--- config.mk ---
export PLATFORM = sky130hd
export DESIGN_NAME = alu_cmd_sequencer
export DESIGN_NICKNAME = d
export VERILOG_FILES = /design/src/rtl/alu_uart_pkg.sv /design/src/rtl/seq_timeout_counter.sv /design/src/rtl/alu_cmd_sequencer.sv
export SDC_FILE = /design/constraint.sdc
export NUM_CORES = 1
export LEC_CHECK = 0
export BUFFER_PORTS_ARGS = -buffer_cell sky130_fd_sc_hd__buf_2
export CORE_AREA = 2 2 89 91
export CTS_CLUSTER_SIZE = 24
export DETAILED_ROUTE_END_ITERATION = 6
export DIE_AREA = 0 0 91 93
export GPL_ROUTABILITY_DRIVEN = 0
export PLACE_DENSITY = 0.54
export RECOVER_POWER = 25
export SYNTH_ARGS = -nofsm -noshare
export SYNTH_HDL_FRONTEND = slang
export SYNTH_SLANG_ARGS = --single-unit
--- constraint.sdc ---
create_clock -name clk -period 1.8 [get_ports clk]
set_clock_uncertainty 0.1 [all_clocks]
set_input_delay 0 -clock clk [delete_from_list [all_inputs] [get_ports clk]]
set_output_delay 0 -clock clk [all_outputs]
set_load 0.01 [all_outputs]
--- src/rtl/alu_uart_pkg.sv ---
// Shared constants and state encoding for the ALU command sequencer:
// frame tags, response codes and the sequencer state enum.
package alu_uart_pkg;

  localparam logic [7:0] TAG_A    = 8'h08;
  localparam logic [7:0] TAG_B    = 8'h10;
  localparam logic [7:0] TAG_OP   = 8'h20;
  localparam logic [7:0] RESP_HDR = 8'hA5;
  localparam logic [7:0] RESP_NAK = 8'h15;

  typedef enum logic [2:0] {
    ST_IDLE     = 3'd0,
    ST_WAIT_VAL = 3'd1,
    ST_EXEC     = 3'd2,
    ST_CAPT     = 3'd3,
    ST_TX_HDR   = 3'd4,
    ST_TX_RES   = 3'd5,
    ST_TX_NAK   = 3'd6
  } seq_state_e;

  function automatic logic is_known_tag(input logic [7:0] tag);
    return (tag == TAG_A) || (tag == TAG_B) || (tag == TAG_OP);
  endfunction

endpackage

--- src/rtl/seq_timeout_counter.sv ---
// Value-byte timeout counter: cleared on entry to the wait state, counts
// while enabled, raises o_tc while it sits at TIMEOUT_CYCLES-1. Saturates
// at the terminal value so a late enable never wraps.
module seq_timeout_counter #(
  parameter int NB_TIMEOUT     = 16,
  parameter int TIMEOUT_CYCLES = 50000
) (
  input  logic clk,
  input  logic i_rst_n,
  input  logic i_clr,
  input  logic i_en,
  output logic o_tc
);

  localparam logic [NB_TIMEOUT-1:0] TC_VALUE = NB_TIMEOUT'(TIMEOUT_CYCLES - 1);

  logic [NB_TIMEOUT-1:0] cnt_q;
  logic [NB_TIMEOUT-1:0] cnt_d;

  // Next count: clear has priority, then count up to the terminal value.
  always_comb begin
    cnt_d = cnt_q;
    if (i_clr) begin
      cnt_d = '0;
    end else if (i_en && (cnt_q != TC_VALUE)) begin
      cnt_d = cnt_q + NB_TIMEOUT'(1);
    end
  end

  // Count register.
  always_ff @(posedge clk or negedge i_rst_n) begin
    if (!i_rst_n) begin
      cnt_q <= '0;
    end else begin
      cnt_q <= cnt_d;
    end
  end

  assign o_tc = i_en && (cnt_q == TC_VALUE);

endmodule

--- src/rtl/alu_cmd_sequencer.sv ---
// Command sequencer between UART RX/TX and a combinational ALU.
// Parses (tag, value) byte pairs, fires the ALU on an opcode, and sends a
// header + result response (or a NAK for an unknown tag).
// Optional build macro: ALU_SEQ_TIMEOUT_EN adds a value-byte timeout.
//
// state       | meaning
// ------------+------------------------------------------------------
// ST_IDLE     | waiting for a tag byte
// ST_WAIT_VAL | tag latched, waiting for its value byte
// ST_EXEC     | operands/opcode stable, o_valid strobes next cycle
// ST_CAPT     | ALU result registered into the result buffer
// ST_TX_HDR   | sending 0xA5 header, waiting for i_tx_done
// ST_TX_RES   | sending captured result, waiting for i_tx_done
// ST_TX_NAK   | sending 0x15 for an unknown tag, waiting for i_tx_done
module alu_cmd_sequencer
  import alu_uart_pkg::*;
#(
  parameter int NB_DATA        = 8,
  parameter int NB_OP          = 6,
  parameter int NB_TIMEOUT     = 16,
  parameter int TIMEOUT_CYCLES = 50000
) (
  input  logic               clk,
  input  logic               i_rst_n,
  input  logic [NB_DATA-1:0] i_rx_data,
  input  logic               i_rx_done,
  input  logic               i_tx_done,
  output logic               o_tx_start,
  output logic [NB_DATA-1:0] o_tx_data,
  output logic [NB_DATA-1:0] o_datoA,
  output logic [NB_DATA-1:0] o_datoB,
  output logic [NB_OP-1:0]   o_operation,
  output logic               o_valid,
  input  logic [NB_DATA-1:0] i_result,
  output logic               o_busy,
  output logic               o_overrun,
  output logic               o_timeout
);

  seq_state_e         state_q, state_d;
  logic [NB_DATA-1:0] tag_q, tag_d;
  logic [NB_DATA-1:0] dato_a_q, dato_a_d;
  logic [NB_DATA-1:0] dato_b_q, dato_b_d;
  logic [NB_OP-1:0]   op_q, op_d;
  logic [NB_DATA-1:0] result_q, result_d;
  logic [NB_DATA-1:0] tx_data_q, tx_data_d;
  logic               tx_start_q, tx_start_d;
  logic               tx_sent_q, tx_sent_d;
  logic               valid_q, valid_d;
  logic               overrun_q, overrun_d;
  logic               timeout_tc;

`ifdef ALU_SEQ_TIMEOUT_EN
  logic wait_entry;
  logic timeout_q, timeout_d;

  assign wait_entry = (state_d == ST_WAIT_VAL) && (state_q != ST_WAIT_VAL);

  seq_timeout_counter #(
    .NB_TIMEOUT     (NB_TIMEOUT),
    .TIMEOUT_CYCLES (TIMEOUT_CYCLES)
  ) u_timeout (
    .clk     (clk),
    .i_rst_n (i_rst_n),
    .i_clr   (wait_entry),
    .i_en    (state_q == ST_WAIT_VAL),
    .o_tc    (timeout_tc)
  );

  // A value byte arriving on the terminal cycle wins over the timeout.
  assign timeout_d = timeout_tc && !i_rx_done;

  // One-cycle timeout pulse register.
  always_ff @(posedge clk or negedge i_rst_n) begin
    if (!i_rst_n) begin
      timeout_q <= 1'b0;
    end else begin
      timeout_q <= timeout_d;
    end
  end

  assign o_timeout = timeout_q;
`else
  logic unused_timeout_cfg;

  assign timeout_tc         = 1'b0;
  assign o_timeout          = 1'b0;
  assign unused_timeout_cfg = ^{32'(NB_TIMEOUT), 32'(TIMEOUT_CYCLES)};
`endif

  // Next-state and datapath updates; every TX byte goes out the cycle
  // after its state is entered and the state waits for i_tx_done.
  always_comb begin
    state_d    = state_q;
    tag_d      = tag_q;
    dato_a_d   = dato_a_q;
    dato_b_d   = dato_b_q;
    op_d       = op_q;
    result_d   = result_q;
    tx_data_d  = tx_data_q;
    tx_start_d = 1'b0;
    tx_sent_d  = tx_sent_q;
    valid_d    = 1'b0;
    overrun_d  = overrun_q;

    unique case (state_q)
      ST_IDLE: begin
        if (i_rx_done) begin
          tag_d   = i_rx_data;
          state_d = is_known_tag(i_rx_data) ? ST_WAIT_VAL : ST_TX_NAK;
        end
      end
      ST_WAIT_VAL: begin
        if (i_rx_done) begin
          state_d = ST_IDLE;
          if (tag_q == TAG_A) begin
            dato_a_d = i_rx_data;
          end else if (tag_q == TAG_B) begin
            dato_b_d = i_rx_data;
          end else if (tag_q == TAG_OP) begin
            op_d    = i_rx_data[NB_OP-1:0];
            state_d = ST_EXEC;
          end
        end else if (timeout_tc) begin
          state_d = ST_IDLE;
        end
      end
      ST_EXEC: begin
        valid_d = 1'b1;
        state_d = ST_CAPT;
      end
      ST_CAPT: begin
        result_d  = i_result;
        tx_sent_d = 1'b0;
        state_d   = ST_TX_HDR;
      end
      ST_TX_HDR, ST_TX_RES, ST_TX_NAK: begin
        if (!tx_sent_q) begin
          tx_start_d = 1'b1;
          tx_sent_d  = 1'b1;
          if (state_q == ST_TX_HDR) begin
            tx_data_d = RESP_HDR;
          end else if (state_q == ST_TX_RES) begin
            tx_data_d = result_q;
          end else begin
            tx_data_d = RESP_NAK;
          end
        end else if (i_tx_done) begin
          tx_sent_d = 1'b0;
          state_d   = (state_q == ST_TX_HDR) ? ST_TX_RES : ST_IDLE;
        end
      end
      default: begin
        state_d = ST_IDLE;
      end
    endcase

    if (i_rx_done && (state_q != ST_IDLE) && (state_q != ST_WAIT_VAL)) begin
      overrun_d = 1'b1;
    end
  end

  // State and datapath registers.
  always_ff @(posedge clk or negedge i_rst_n) begin
    if (!i_rst_n) begin
      state_q    <= ST_IDLE;
      tag_q      <= '0;
      dato_a_q   <= '0;
      dato_b_q   <= '0;
      op_q       <= '0;
      result_q   <= '0;
      tx_data_q  <= '0;
      tx_start_q <= 1'b0;
      tx_sent_q  <= 1'b0;
      valid_q    <= 1'b0;
      overrun_q  <= 1'b0;
    end else begin
      state_q    <= state_d;
      tag_q      <= tag_d;
      dato_a_q   <= dato_a_d;
      dato_b_q   <= dato_b_d;
      op_q       <= op_d;
      result_q   <= result_d;
      tx_data_q  <= tx_data_d;
      tx_start_q <= tx_start_d;
      tx_sent_q  <= tx_sent_d;
      valid_q    <= valid_d;
      overrun_q  <= overrun_d;
    end
  end

  assign o_tx_start  = tx_start_q;
  assign o_tx_data   = tx_data_q;
  assign o_datoA     = dato_a_q;
  assign o_datoB     = dato_b_q;
  assign o_operation = op_q;
  assign o_valid     = valid_q;
  assign o_overrun   = overrun_q;
  assign o_busy      = (state_q != ST_IDLE);

endmodule

==> flow_summary.json, run 1 <==
{
  "status": "finished, violations left",
  "failed_checks": "setup timing",
  "post_drt_wl_per_cell_um": 13.4,
  "design.die.area_um2": 8460,
  "post_route_cells_drive_above_1_share_pct": 46.7,
  "power.share.switching_pct": 32.2,
  "min_path_cells": 3,
  "critPathMaxFanout": 5,
  "p_leak_nw": 1.54,
  "fill_cells": 767,
  "die_h_um": 93,
  "setup_viol": 19,
  "place.detailed.hpwl_um": 3510,
  "timing.rr.end": "o_datoA[6]$_DFFE_PN0P_",
  "cts_tree": "built",
  "min_delay_worst_endpoint": "tx_sent_q$_DFFE_PN0P_",
  "route.final.wire_length_um": 5000,
  "clock_tree.buffer_depth": 2,
  "worst_ep_arrival_time_ns": 2.00,
  "diodes": 0,
  "synth.avg_cell_area_um2": 12.7,
  "final-hold-violation-count": 0,
  "p_int_mw": 2.87,
  "most_used_flip_flop_cell_after_synthesis": "sky130_fd_sc_hd__dfrtp_1",
  "first_pass_drt_iterations": 4,
  "synth-edff-count": 0,
  "sequentialPowerShare_pct": 43.5,
  "slew_viol_final": 0,
  "design.portCount": 55,
  "synth.yosys.seq_area_share_pct": 57.2,
  "fin_worst_hold_slack_ns": 0.0211,
  "peakVddDrop_v": 0.000419,
  "final-instance-count-excl-fill": 372,
  "rsz_0062_raised_after_global_routing": "true",
  "fmax_ghz": 0.526,
  "chipWidth_um": 91,
  "grt.total_usage_pct": 12.0,
  "insertion_delay_ns": 0.31,
  "synth_seq_cells": 53,
  "layout.area.seq_um2": 1330,
  "r2r_cells": 5,
  "relSlewSlack_pct": 46.5,
  "power.share.combinational_pct": 34.3,
  "initial_utilization_pct": 30.8,
  "synthDominantCellAreaShare_pct": 57.2,
  "drv.max_cap_violation_count": 0,
  "synth.area.mux_share_pct": 18.9,
  "place_inst": 346,
  "period_share_pct": 106,
  "via_count": 1651,
  "drc": 0,
  "power.clock.fraction_pct": 22.3,
  "final.setup.worst_slack_ns": -0.102,
  "tritoncts.num_buffers": 5,
  "post-route-min-period_ns": 1.90,
  "worst_hold_check_path_type": "input port to flop",
  "synthesis.instances": 183,
  "leading_cell_types_by_total_area_after_synthesis": "sky130_fd_sc_hd__dfrtp_1 (57%), sky130_fd_sc_hd__mux2_2 (18%), sky130_fd_sc_hd__a21oi_1 (1.9%)",
  "worstMarginPinSlew_ns": 0.802,
  "reg2reg_slack_ns": -0.10,
  "synth_compound_gate_area_share_pct": 6.64,
  "synth_fa_ha_area_share_pct": 0.432,
  "async_flop_share_pct": 100,
  "ctsRootBufferMaster": "sky130_fd_sc_hd__clkbuf_8",
  "cts.repair_timing.setup_buffer_count": 0,
  "grt_pass1_vias": 1612,
  "multiInputGateArea_um2": 1020,
  "grt_start_max_net_pins": 28,
  "synthesis.yosys.warnings": 0,
  "synth-xor-area-share_pct": 0.378,
  "numClockSinks": 53,
  "coreArea_um2": 7530,
  "timing.setup.tns_ns": -1.25,
  "antenna_found_initial": 0,
  "final_antenna_net_count": 0,
  "critPathRequiredTime_ns": 1.89,
  "detail_route.vias_per_cell": 4.44,
  "yosysUniqueCellTypes": 37,
  "cts_htree_levels": 2,
  "first_pass_grt_wire_length_um": 8100,
  "final_nets": 289,
  "worst_hold_startpoint": "i_tx_done",
  "mappedNetlistArea_um2": 2320,
  "area_growth_pct": 38.0,
  "critical_path.startpoint_type": "flop",
  "violation_count_after_the_first_detailed_route_iteration": 84,
  "placement.io_buffers": 53,
  "worst_setup_path_end_kind": "flop",
  "syn_nets": 203,
  "switching_power_mw": 1.36,
  "timing.setup.critical_path_class": "flop to flop",
  "fp-row-count": 32,
  "layout.core_utilization_pct": 42.5,
  "grt.overflow.total": 0,
  "synthSimpleGateAreaFrac_pct": 13.2,
  "rr_startpoint": "tag_q[2]$_DFFE_PN0P_",
  "power.density_cell_area_nw_per_um2": 1320,
  "largest_family_of_logic_cells_by_synthesized_area": "multiplexers",
  "clock_pin_slew_on_the_worst_setup_and_hold_paths_ns": 0.10,
  "netlist.top_cell.by_area": "sky130_fd_sc_hd__dfrtp_1"
}
## cell usage after synthesis (all sizes together), types with 2 or more instances
cell,number
nor2b,2
nor3b,3
inv,6
o21ai,7
nor3,4
buf,5
nor4,3
dfrtp,53
clkbuf,4
a2bb2oi,2
a21oi,9
mux2,38
nor2,9
and2,2
nand2b,7
nand2,12
nand3,2
## layer usage
layer  global-route usage [%]  wire [um]
met5                        0          0
met2                     18.4       2340
met1                     17.0       2440
met4                     3.79         58
met3                     2.58        164
## power groups by stage
stage	Clock, mW	Combinational [mW]	Sequential [mW]
floorplan	0	0.867	1.88
global placement	0	1.35	1.83
detailed placement	0	1.38	1.84
CTS	0.975	1.42	1.82
global route	1.01	1.61	1.89
finish	0.944	1.45	1.84
## worst max path at each step
stage,slack [ns],end,cells past startpoint,start
2_1_floorplan,-0.04,o_operation[0]$_DFFE_PN0P_,5,tag_q[2]$_DFFE_PN0P_
3_3_place_gp,-0.07,o_operation[0]$_DFFE_PN0P_,5,tag_q[2]$_DFFE_PN0P_
3_5_place_dp,-0.10,o_operation[2]$_DFFE_PN0P_,5,tag_q[2]$_DFFE_PN0P_
4_1_cts,-0.12,o_operation[2]$_DFFE_PN0P_,5,tag_q[2]$_DFFE_PN0P_
5_1_grt,-0.18,o_operation[3]$_DFFE_PN0P_,5,tag_q[2]$_DFFE_PN0P_
6_report,-0.10,o_datoA[6]$_DFFE_PN0P_,5,tag_q[2]$_DFFE_PN0P_
## critical path, stage by stage (launching register included)
cell,delay [ns]
sky130_fd_sc_hd__dfrtp_1,0.39
sky130_fd_sc_hd__or3_4,0.42
sky130_fd_sc_hd__buf_4,0.16
sky130_fd_sc_hd__nor4_4,0.18
sky130_fd_sc_hd__buf_4,0.21
sky130_fd_sc_hd__mux2_2,0.33
## layout by cell type (no fill, tap or decap), types with 2 or more instances in the layout
master                          instances
sky130_fd_sc_hd__a21oi_1                9
sky130_fd_sc_hd__nand2b_1               6
sky130_fd_sc_hd__nor4_4                 2
sky130_fd_sc_hd__nand2_1               12
sky130_fd_sc_hd__inv_1                  6
sky130_fd_sc_hd__mux2_4                15
sky130_fd_sc_hd__clkbuf_8               5
sky130_fd_sc_hd__a2bb2oi_1              2
sky130_fd_sc_hd__nand3_1                2
sky130_fd_sc_hd__nor3b_1                3
sky130_fd_sc_hd__nor3_1                 4
sky130_fd_sc_hd__nor2_1                 8
sky130_fd_sc_hd__and2_1                 2
sky130_fd_sc_hd__buf_2                 52
sky130_fd_sc_hd__buf_4                 15
sky130_fd_sc_hd__dlygate4sd3_1         18
sky130_fd_sc_hd__dfrtp_1               53
sky130_fd_sc_hd__mux2_2                23
sky130_fd_sc_hd__bufinv_16              2
sky130_fd_sc_hd__o21ai_0                7
## per-stage QoR
step / worst slack [ns] / instance area [um2] / power (mW)
after floorplan: -0.0358 / 2350 / 2.74
after global placement: -0.0715 / 2830 / 3.19
after detailed placement: -0.100 / 2830 / 3.22
after CTS: -0.117 / 3170 / 4.22
after global routing: -0.183 / 3200 / 4.51
final: -0.102 / 3200 / 4.24
## sequential cells by signal, summed over array words and instances, names as in the netlist, 3 cells and up
| name | flops |
|---|---|
| tag_q | 8 |
| o_datoA | 8 |
| result_q | 8 |
| o_tx_data | 8 |
| o_datoB | 8 |
| o_operation | 6 |
| state_q | 3 |
## cells by family (layout without fill, tap and decap cells)
logic type | count (synthesis) | after routing
simple gates | 48 | 48
flops | 53 | 53
fa+ha+maj | 1 | 1
mux | 39 | 39
xor+xnor | 1 | 1
other cells | 1 | 1
buf+inv | 15 | 102
compound gates | 25 | 25
## timing repair
action	CTS	global route
resized for setup	8	8
hold endpoints to repair	94	0
pin swaps	1	3
setup endpoints to repair	23	23
hold buffers	18	0
## layout make-up
class	instances	area share [%]
sequential	53	41.4
multi-input combinational	115	31.8
tap	102	3.99
inverter	6	0.704
clock inverter	3	2.03
timing repair buffer	88	17.9
clock buffer	5	2.15
No activity file was read; power rests on OpenSTA's default activity.
==> run 2, diff against run 1 <==
- ABC_AREA: not set -> 1
- CORE_AREA: 2 2 89 91 -> 2 2 91 93
- DIE_AREA: 0 0 91 93 -> 0 0 93 95
- PLACE_DENSITY: 0.54 -> 0.51
==> run 2 against run 1 <==
Against the previous run: the run now ends clean; flip-flop and latch count stayed put; wire length is 3.0% higher; non-clock buffer count is 9 lower; global-route usage is 0.44 points higher; die area is 4.4% higher; sequential share of layout area is 3.8 points higher; count of clock-buffer cells in the layout is 1 higher; combinational power is 4% higher; area after synthesis is 1.8% lower; worst setup slack better by 0.31 ns.
==> flow_summary.json, run 2 <==
{
  "status": "finished clean",
  "synth.yosys.seq_area_share_pct": 58.3,
  "place_inst": 397,
  "synth-edff-count": 0,
  "numClockSinks": 53,
  "power.density_cell_area_nw_per_um2": 1390,
  "drv.max_cap_violation_count": 0,
  "final_nets": 338,
  "cts_htree_levels": 2,
  "timing.rr.end": "o_operation[0]$_DFFE_PN0P_",
  "timing.setup.critical_path_class": "flop to flop",
  "fill_cells": 852,
  "leading_cell_types_by_total_area_after_synthesis": "sky130_fd_sc_hd__dfrtp_1 (58%), sky130_fd_sc_hd__nand2_1 (11%), sky130_fd_sc_hd__o21ai_2 (6.2%)",
  "antenna_found_initial": 0,
  "critPathMaxFanout": 8,
  "peakVddDrop_v": 0.000432,
  "setup_viol": 0,
  "layout.cells.most_common": "sky130_fd_sc_hd__nand2_1",
  "grt.overflow.total": 0,
  "synth.avg_cell_area_um2": 9.56,
  "post_synth_most_frequent_cells": "sky130_fd_sc_hd__nand2_1 (69), sky130_fd_sc_hd__dfrtp_1 (53), sky130_fd_sc_hd__inv_1 (22)",
  "worst_hold_check_path_type": "input port to asynchronous set/reset pin",
  "coreArea_um2": 7930,
  "syn_nets": 258,
  "critical_path.startpoint_type": "flop",
  "async_flop_share_pct": 100,
  "detail_route.vias_per_cell": 4.21,
  "route.final.wire_length_um": 5150,
  "final_antenna_net_count": 0,
  "via_count": 1787,
  "multiInputGateArea_um2": 807,
  "fp-row-count": 33,
  "worst_setup_path_end_kind": "flop",
  "final-hold-violation-count": 0,
  "rsz_0062_raised_after_global_routing": "false",
  "most_used_flip_flop_cell_after_synthesis": "sky130_fd_sc_hd__dfrtp_1",
  "final-instance-count-excl-fill": 424,
  "mappedNetlistArea_um2": 2280,
  "die_h_um": 95,
  "ctsRootBufferMaster": "sky130_fd_sc_hd__clkbuf_8",
  "clock_tree.buffer_depth": 2,
  "synthDominantCellAreaShare_pct": 58.3,
  "timing.setup.tns_ns": 0,
  "chipWidth_um": 93,
  "grt_start_max_net_pins": 21,
  "synthesis.yosys.warnings": 0,
  "fin_worst_hold_slack_ns": 0.325,
  "period_share_pct": 88.4,
  "critPathRequiredTime_ns": 1.90,
  "worst_ep_arrival_time_ns": 1.69,
  "design.portCount": 55,
  "netlist.top_cell.by_area": "sky130_fd_sc_hd__dfrtp_1",
  "layout.area.seq_um2": 1330,
  "grt.total_usage_pct": 12.4,
  "post_route_cells_drive_above_1_share_pct": 26.0,
  "worstMarginPinSlew_ns": 1.13,
  "insertion_delay_ns": 0.31,
  "drc": 0,
  "synthesis.instances": 238,
  "first_pass_drt_iterations": 4,
  "post_drt_wl_per_cell_um": 12.2,
  "rr_startpoint": "tag_q[1]$_DFFE_PN0P_",
  "initial_utilization_pct": 28.7,
  "synth_seq_cells": 53,
  "p_leak_nw": 1.47,
  "yosysUniqueCellTypes": 23,
  "design.die.area_um2": 8840,
  "relSlewSlack_pct": 24.6,
  "layout.cells.most_common_list": "sky130_fd_sc_hd__nand2_1 (69), sky130_fd_sc_hd__dfrtp_1 (53), sky130_fd_sc_hd__buf_2 (35)",
  "clock_pin_slew_on_the_worst_setup_and_hold_paths_ns": 0.10,
  "cts.repair_timing.setup_buffer_count": 0,
  "tritoncts.num_buffers": 5,
  "area_growth_pct": 28.8,
  "place.detailed.hpwl_um": 3660,
  "grt_pass1_vias": 1716,
  "slew_viol_final": 0,
  "reg2reg_slack_ns": 0.21,
  "first_pass_grt_wire_length_um": 8500,
  "yosys.cell_count.top_type": "sky130_fd_sc_hd__nand2_1",
  "placement.io_buffers": 53,
  "cts_tree": "built",
  "r2r_cells": 5,
  "violation_count_after_the_first_detailed_route_iteration": 106,
  "diodes": 0,
  "post-route-min-period_ns": 1.59,
  "fmax_ghz": 0.629
}
[run 2: cell types whose count changed after synthesis, moves of 7 or more]
cell,delta
sky130_fd_sc_hd__nand3_1,+7
sky130_fd_sc_hd__nand2b_1,-7
sky130_fd_sc_hd__mux2_2,-33
sky130_fd_sc_hd__o21ai_2,+16
sky130_fd_sc_hd__o21ai_0,+12
sky130_fd_sc_hd__nand2_1,+57
sky130_fd_sc_hd__inv_1,+16
[run 2: power breakdown]
group	internal, mW	switching (mW)	total [mW]
logic	0.613	0.892	1.51
registers	1.64	0.242	1.89
clock network	0.275	0.396	0.671
[run 2: area by class of cell]
class / instances / share of cell area (%)
clock buffers: 6 / 2.48
clock inverters: 2 / 0.512
inverters: 25 / 3.20
multi-input cells: 154 / 27.5
flip-flops and latches: 53 / 45.2
well taps: 105 / 4.48
repair buffers: 79 / 16.6
[run 2: layer usage]
layer,vias up,GRT usage [%],part of all wire [%]
met4,0,4.41,1.5
met5,-,0,0
li1,917,-,-
met3,5,2.79,3.7
met1,827,17.0,49
met2,38,19.4,46
[run 2: kinds of logic after synthesis]
| kind of cell | Yosys count | synth area share, % |
|---|---|---|
| AND/OR/NAND/NOR | 102 | 19.2 |
| multiplexers | 5 | 2.47 |
| flip-flops | 53 | 58.3 |
| other | 1 | 0.165 |
| buffers and inverters | 31 | 6.38 |
| AO/OA/AOI/OAI | 46 | 13.5 |
[run 2: worst max path at each step]
| stage | from | end | slack (ns) | cells after the start |
|---|---|---|---|---|
| 6_report | tag_q[1]$_DFFE_PN0P_ | o_operation[0]$_DFFE_PN0P_ | 0.21 | 5 |
| 5_1_grt | state_q[2]$_DFFE_PN0P_ | tag_q[2]$_DFFE_PN0P_ | 0.04 | 6 |
| 4_1_cts | tag_q[1]$_DFFE_PN0P_ | o_operation[0]$_DFFE_PN0P_ | 0.16 | 5 |
| 3_5_place_dp | tag_q[1]$_DFFE_PN0P_ | o_operation[2]$_DFFE_PN0P_ | 0.16 | 5 |
| 3_3_place_gp | tag_q[1]$_DFFE_PN0P_ | o_operation[0]$_DFFE_PN0P_ | 0.22 | 6 |
| 2_1_floorplan | tag_q[7]$_DFFE_PN0P_ | o_datoB[7]$_DFFE_PN0P_ | 0.31 | 6 |
[run 2: timing repair]
action,4_1_cts,5_1_grt
endpoints found under the setup margin,0,1
resized for setup,0,1
hold buffers,19,0
endpoints found under the hold margin,55,0
[run 2: critical path, stage by stage, from the launching register on]
cell,delay (ns)
sky130_fd_sc_hd__dfrtp_1,0.39
sky130_fd_sc_hd__or2_2,0.33
sky130_fd_sc_hd__nor2_2,0.18
sky130_fd_sc_hd__nand3_2,0.20
sky130_fd_sc_hd__o21ai_0,0.22
sky130_fd_sc_hd__nand2_1,0.07
[run 2: metrics by stage]
step	setup slack (ns)	util [%]	area (um2)	total power [mW]
finish	0.209	37.0	2930	4.06
global route	0.0418	37.0	2930	4.43
CTS	0.157	37.2	2950	4.14
detailed placement	0.161	33.7	2670	3.43
global placement	0.223	33.7	2670	3.39
floorplan	0.308	-	2280	2.89
==> run 3, diff against run 2 <==
- CORE_AREA: 2 2 91 93 -> 2 2 101 83
- DIE_AREA: 0 0 93 95 -> 0 0 103 85
- PLACE_DENSITY: 0.51 -> 0.52
- clock period: 1.8 -> 1.35 ns (I/O delays scaled with it)
==> run 3 against run 2 <==
Against the previous run: the flow now finishes with violations (setup timing); worst setup slack got worse by 0.39 ns; power rose by 80%; count of clock-buffer cells in the layout fell by 1; sequential power rose by 35%; cell count rose by 8.5%; combinational power rose by 150%; sequential share of layout area fell by 8.9 points; die area fell by 0.91%; flip-flop and latch count did not move; critical path type unchanged; critical endpoint is now o_datoB[3]$_DFFE_PN0P_; largest cell class unchanged; largest power group is now combinational logic; highest routed layer unchanged.
==> flow_summary.json, run 3 (synthesis results as in run 2) <==
{
  "timing.rr.end": "o_datoB[3]$_DFFE_PN0P_",
  "timing.setup.critical_path_class": "flop to flop",
  "setup_viol": 36,
  "grt.total_usage_pct": 13.9,
  "insertion_delay_ns": 0.30,
  "final-hold-violation-count": 0,
  "design.portCount": 55,
  "fp-row-count": 29,
  "rsz_0062_raised_after_global_routing": "true",
  "route.final.wire_length_um": 5970,
  "final_nets": 372,
  "design.die.area_um2": 8760,
  "post-route-min-period_ns": 1.53,
  "place.detailed.hpwl_um": 3870,
  "p_leak_nw": 1.80,
  "worstPathCellList": "or2_4 -> nor3_4 -> nand3_4 -> nand2_1 -> o21ai_2",
  "rr_startpoint": "tag_q[7]$_DFFE_PN0P_",
  "slew_viol_final": 0,
  "coreArea_um2": 7760,
  "final_antenna_net_count": 0,
  "die_h_um": 85,
  "slowest_delay_ns": 0.39,
  "chipWidth_um": 103,
  "drv.max_cap_violation_count": 0,
  "worstMarginPinSlew_ns": 0.747,
  "detail_route.vias_per_cell": 4.38,
  "fmax_ghz": 0.655,
  "worst_setup_path_end_kind": "flop",
  "r2r_cells": 5,
  "critPathMaxFanout": 8,
  "multiInputGateArea_um2": 1150,
  "clock_tree.buffer_depth": 2,
  "first_pass_grt_wire_length_um": 9520,
  "period_share_pct": 113,
  "post_route_cells_drive_above_1_share_pct": 52.6,
  "layout.cells.most_common_list": "sky130_fd_sc_hd__buf_2 (52), sky130_fd_sc_hd__dfrtp_1 (52), sky130_fd_sc_hd__nand2_1 (49)",
  "layout.area.seq_um2": 1330,
  "reg2reg_slack_ns": -0.18,
  "area_growth_pct": 60.6,
  "worst_ep_arrival_time_ns": 1.62,
  "timing.critical_path.slowest_stage_cell": "sky130_fd_sc_hd__dfrtp_1",
  "final.setup.worst_slack_ns": -0.176,
  "via_count": 2013,
  "placement.io_buffers": 53,
  "antenna_found_initial": 0,
  "relSlewSlack_pct": 50.2,
  "fin_worst_hold_slack_ns": 0.289,
  "numClockSinks": 53,
  "initial_utilization_pct": 29.3,
  "layout.core_utilization_pct": 47.1,
  "drc": 0,
  "peakVddDrop_v": 0.000729,
  "failed_checks": "setup timing",
  "violation_count_after_the_first_detailed_route_iteration": 72,
  "status": "finished, violations left",
  "fill_cells": 743,
  "worst_hold_check_path_type": "input port to asynchronous set/reset pin",
  "cts_htree_levels": 2,
  "grt.overflow.total": 0,
  "ctsRootBufferMaster": "sky130_fd_sc_hd__clkbuf_8",
  "cts_tree": "built",
  "grt_start_max_net_pins": 54,
  "first_pass_drt_iterations": 5,
  "clock_pin_slew_on_the_worst_setup_and_hold_paths_ns": 0.10,
  "diodes": 0,
  "post_drt_wl_per_cell_um": 13.0,
  "power.density_cell_area_nw_per_um2": 2000,
  "tritoncts.num_buffers": 5,
  "critical_path.startpoint_type": "flop",
  "critPathRequiredTime_ns": 1.44,
  "grt_pass1_vias": 1936,
  "timing.setup.tns_ns": -3.08
}
run 3: stage by stage:
| stage | cell area [um2] | worst slack [ns] | cells | power, mW |
|---|---|---|---|---|
| 2_1_floorplan | 2330 | -0.0503 | 238 | 4.00 |
| 3_3_place_gp | 2860 | -0.120 | 416 | 4.95 |
| 3_5_place_dp | 2860 | -0.162 | 416 | 5.01 |
| 4_1_cts | 3240 | -0.142 | 445 | 6.30 |
| 5_1_grt | 3650 | -0.220 | 460 | 7.86 |
| 6_report | 3650 | -0.176 | 460 | 7.32 |
run 3: worst max-delay path, delay by kind of cell (launching register included):
kind	cells	cell delay [ns]
and+or+nand+nor	4	0.87
DFF	1	0.39
AOI/OAI and AO/OA	1	0.05
run 3: cell type report:
cell class,instances,area share (%)
flip-flops and latches,53,36.3
multi-input cells,157,31.5
repair buffers,110,23.0
well taps,108,3.70
inverters,25,2.64
clock buffers,5,1.88
clock inverters,2,0.959
run 3: repair_timing:
item / CTS / global route
endpoints found under the setup margin: 44 / 45
hold endpoints to repair: 82 / 0
buffers inserted: 3 / 12
resized for setup: 15 / 76
hold buffers: 19 / 0
cloned: 1 / 3
pin swaps: 8 / 17
run 3: power breakdown:
group | switching (mW) | internal, mW
Combinational | 1.89 | 1.82
Sequential | 0.363 | 2.20
Clock | 0.509 | 0.540
Total | 2.76 | 4.55
run 3: metal layers:
layer	share of wire [%]	track usage, %	routed length (um)
met1	48	20.5	2840
met2	49	20.8	2920
met3	2.4	2.72	144
met4	1.1	4.07	65
met5	0	0	0
run 3: worst max path at each step:
stage                           start                endpoint  slack [ns]  cells after the start
5_1_grt        state_q[1]$_DFFE_PN0P_  o_datoA[3]$_DFFE_PN0P_       -0.22                     10
2_1_floorplan  state_q[1]$_DFFE_PN0P_  o_datoB[7]$_DFFE_PN0P_       -0.05                      9
4_1_cts          tag_q[1]$_DFFE_PN0P_  o_datoB[7]$_DFFE_PN0P_       -0.14                      5
6_report         tag_q[7]$_DFFE_PN0P_  o_datoB[3]$_DFFE_PN0P_       -0.18                      5
3_3_place_gp     tag_q[7]$_DFFE_PN0P_  o_datoA[6]$_DFFE_PN0P_       -0.12                      5
3_5_place_dp     tag_q[7]$_DFFE_PN0P_  o_datoA[3]$_DFFE_PN0P_       -0.16                      5
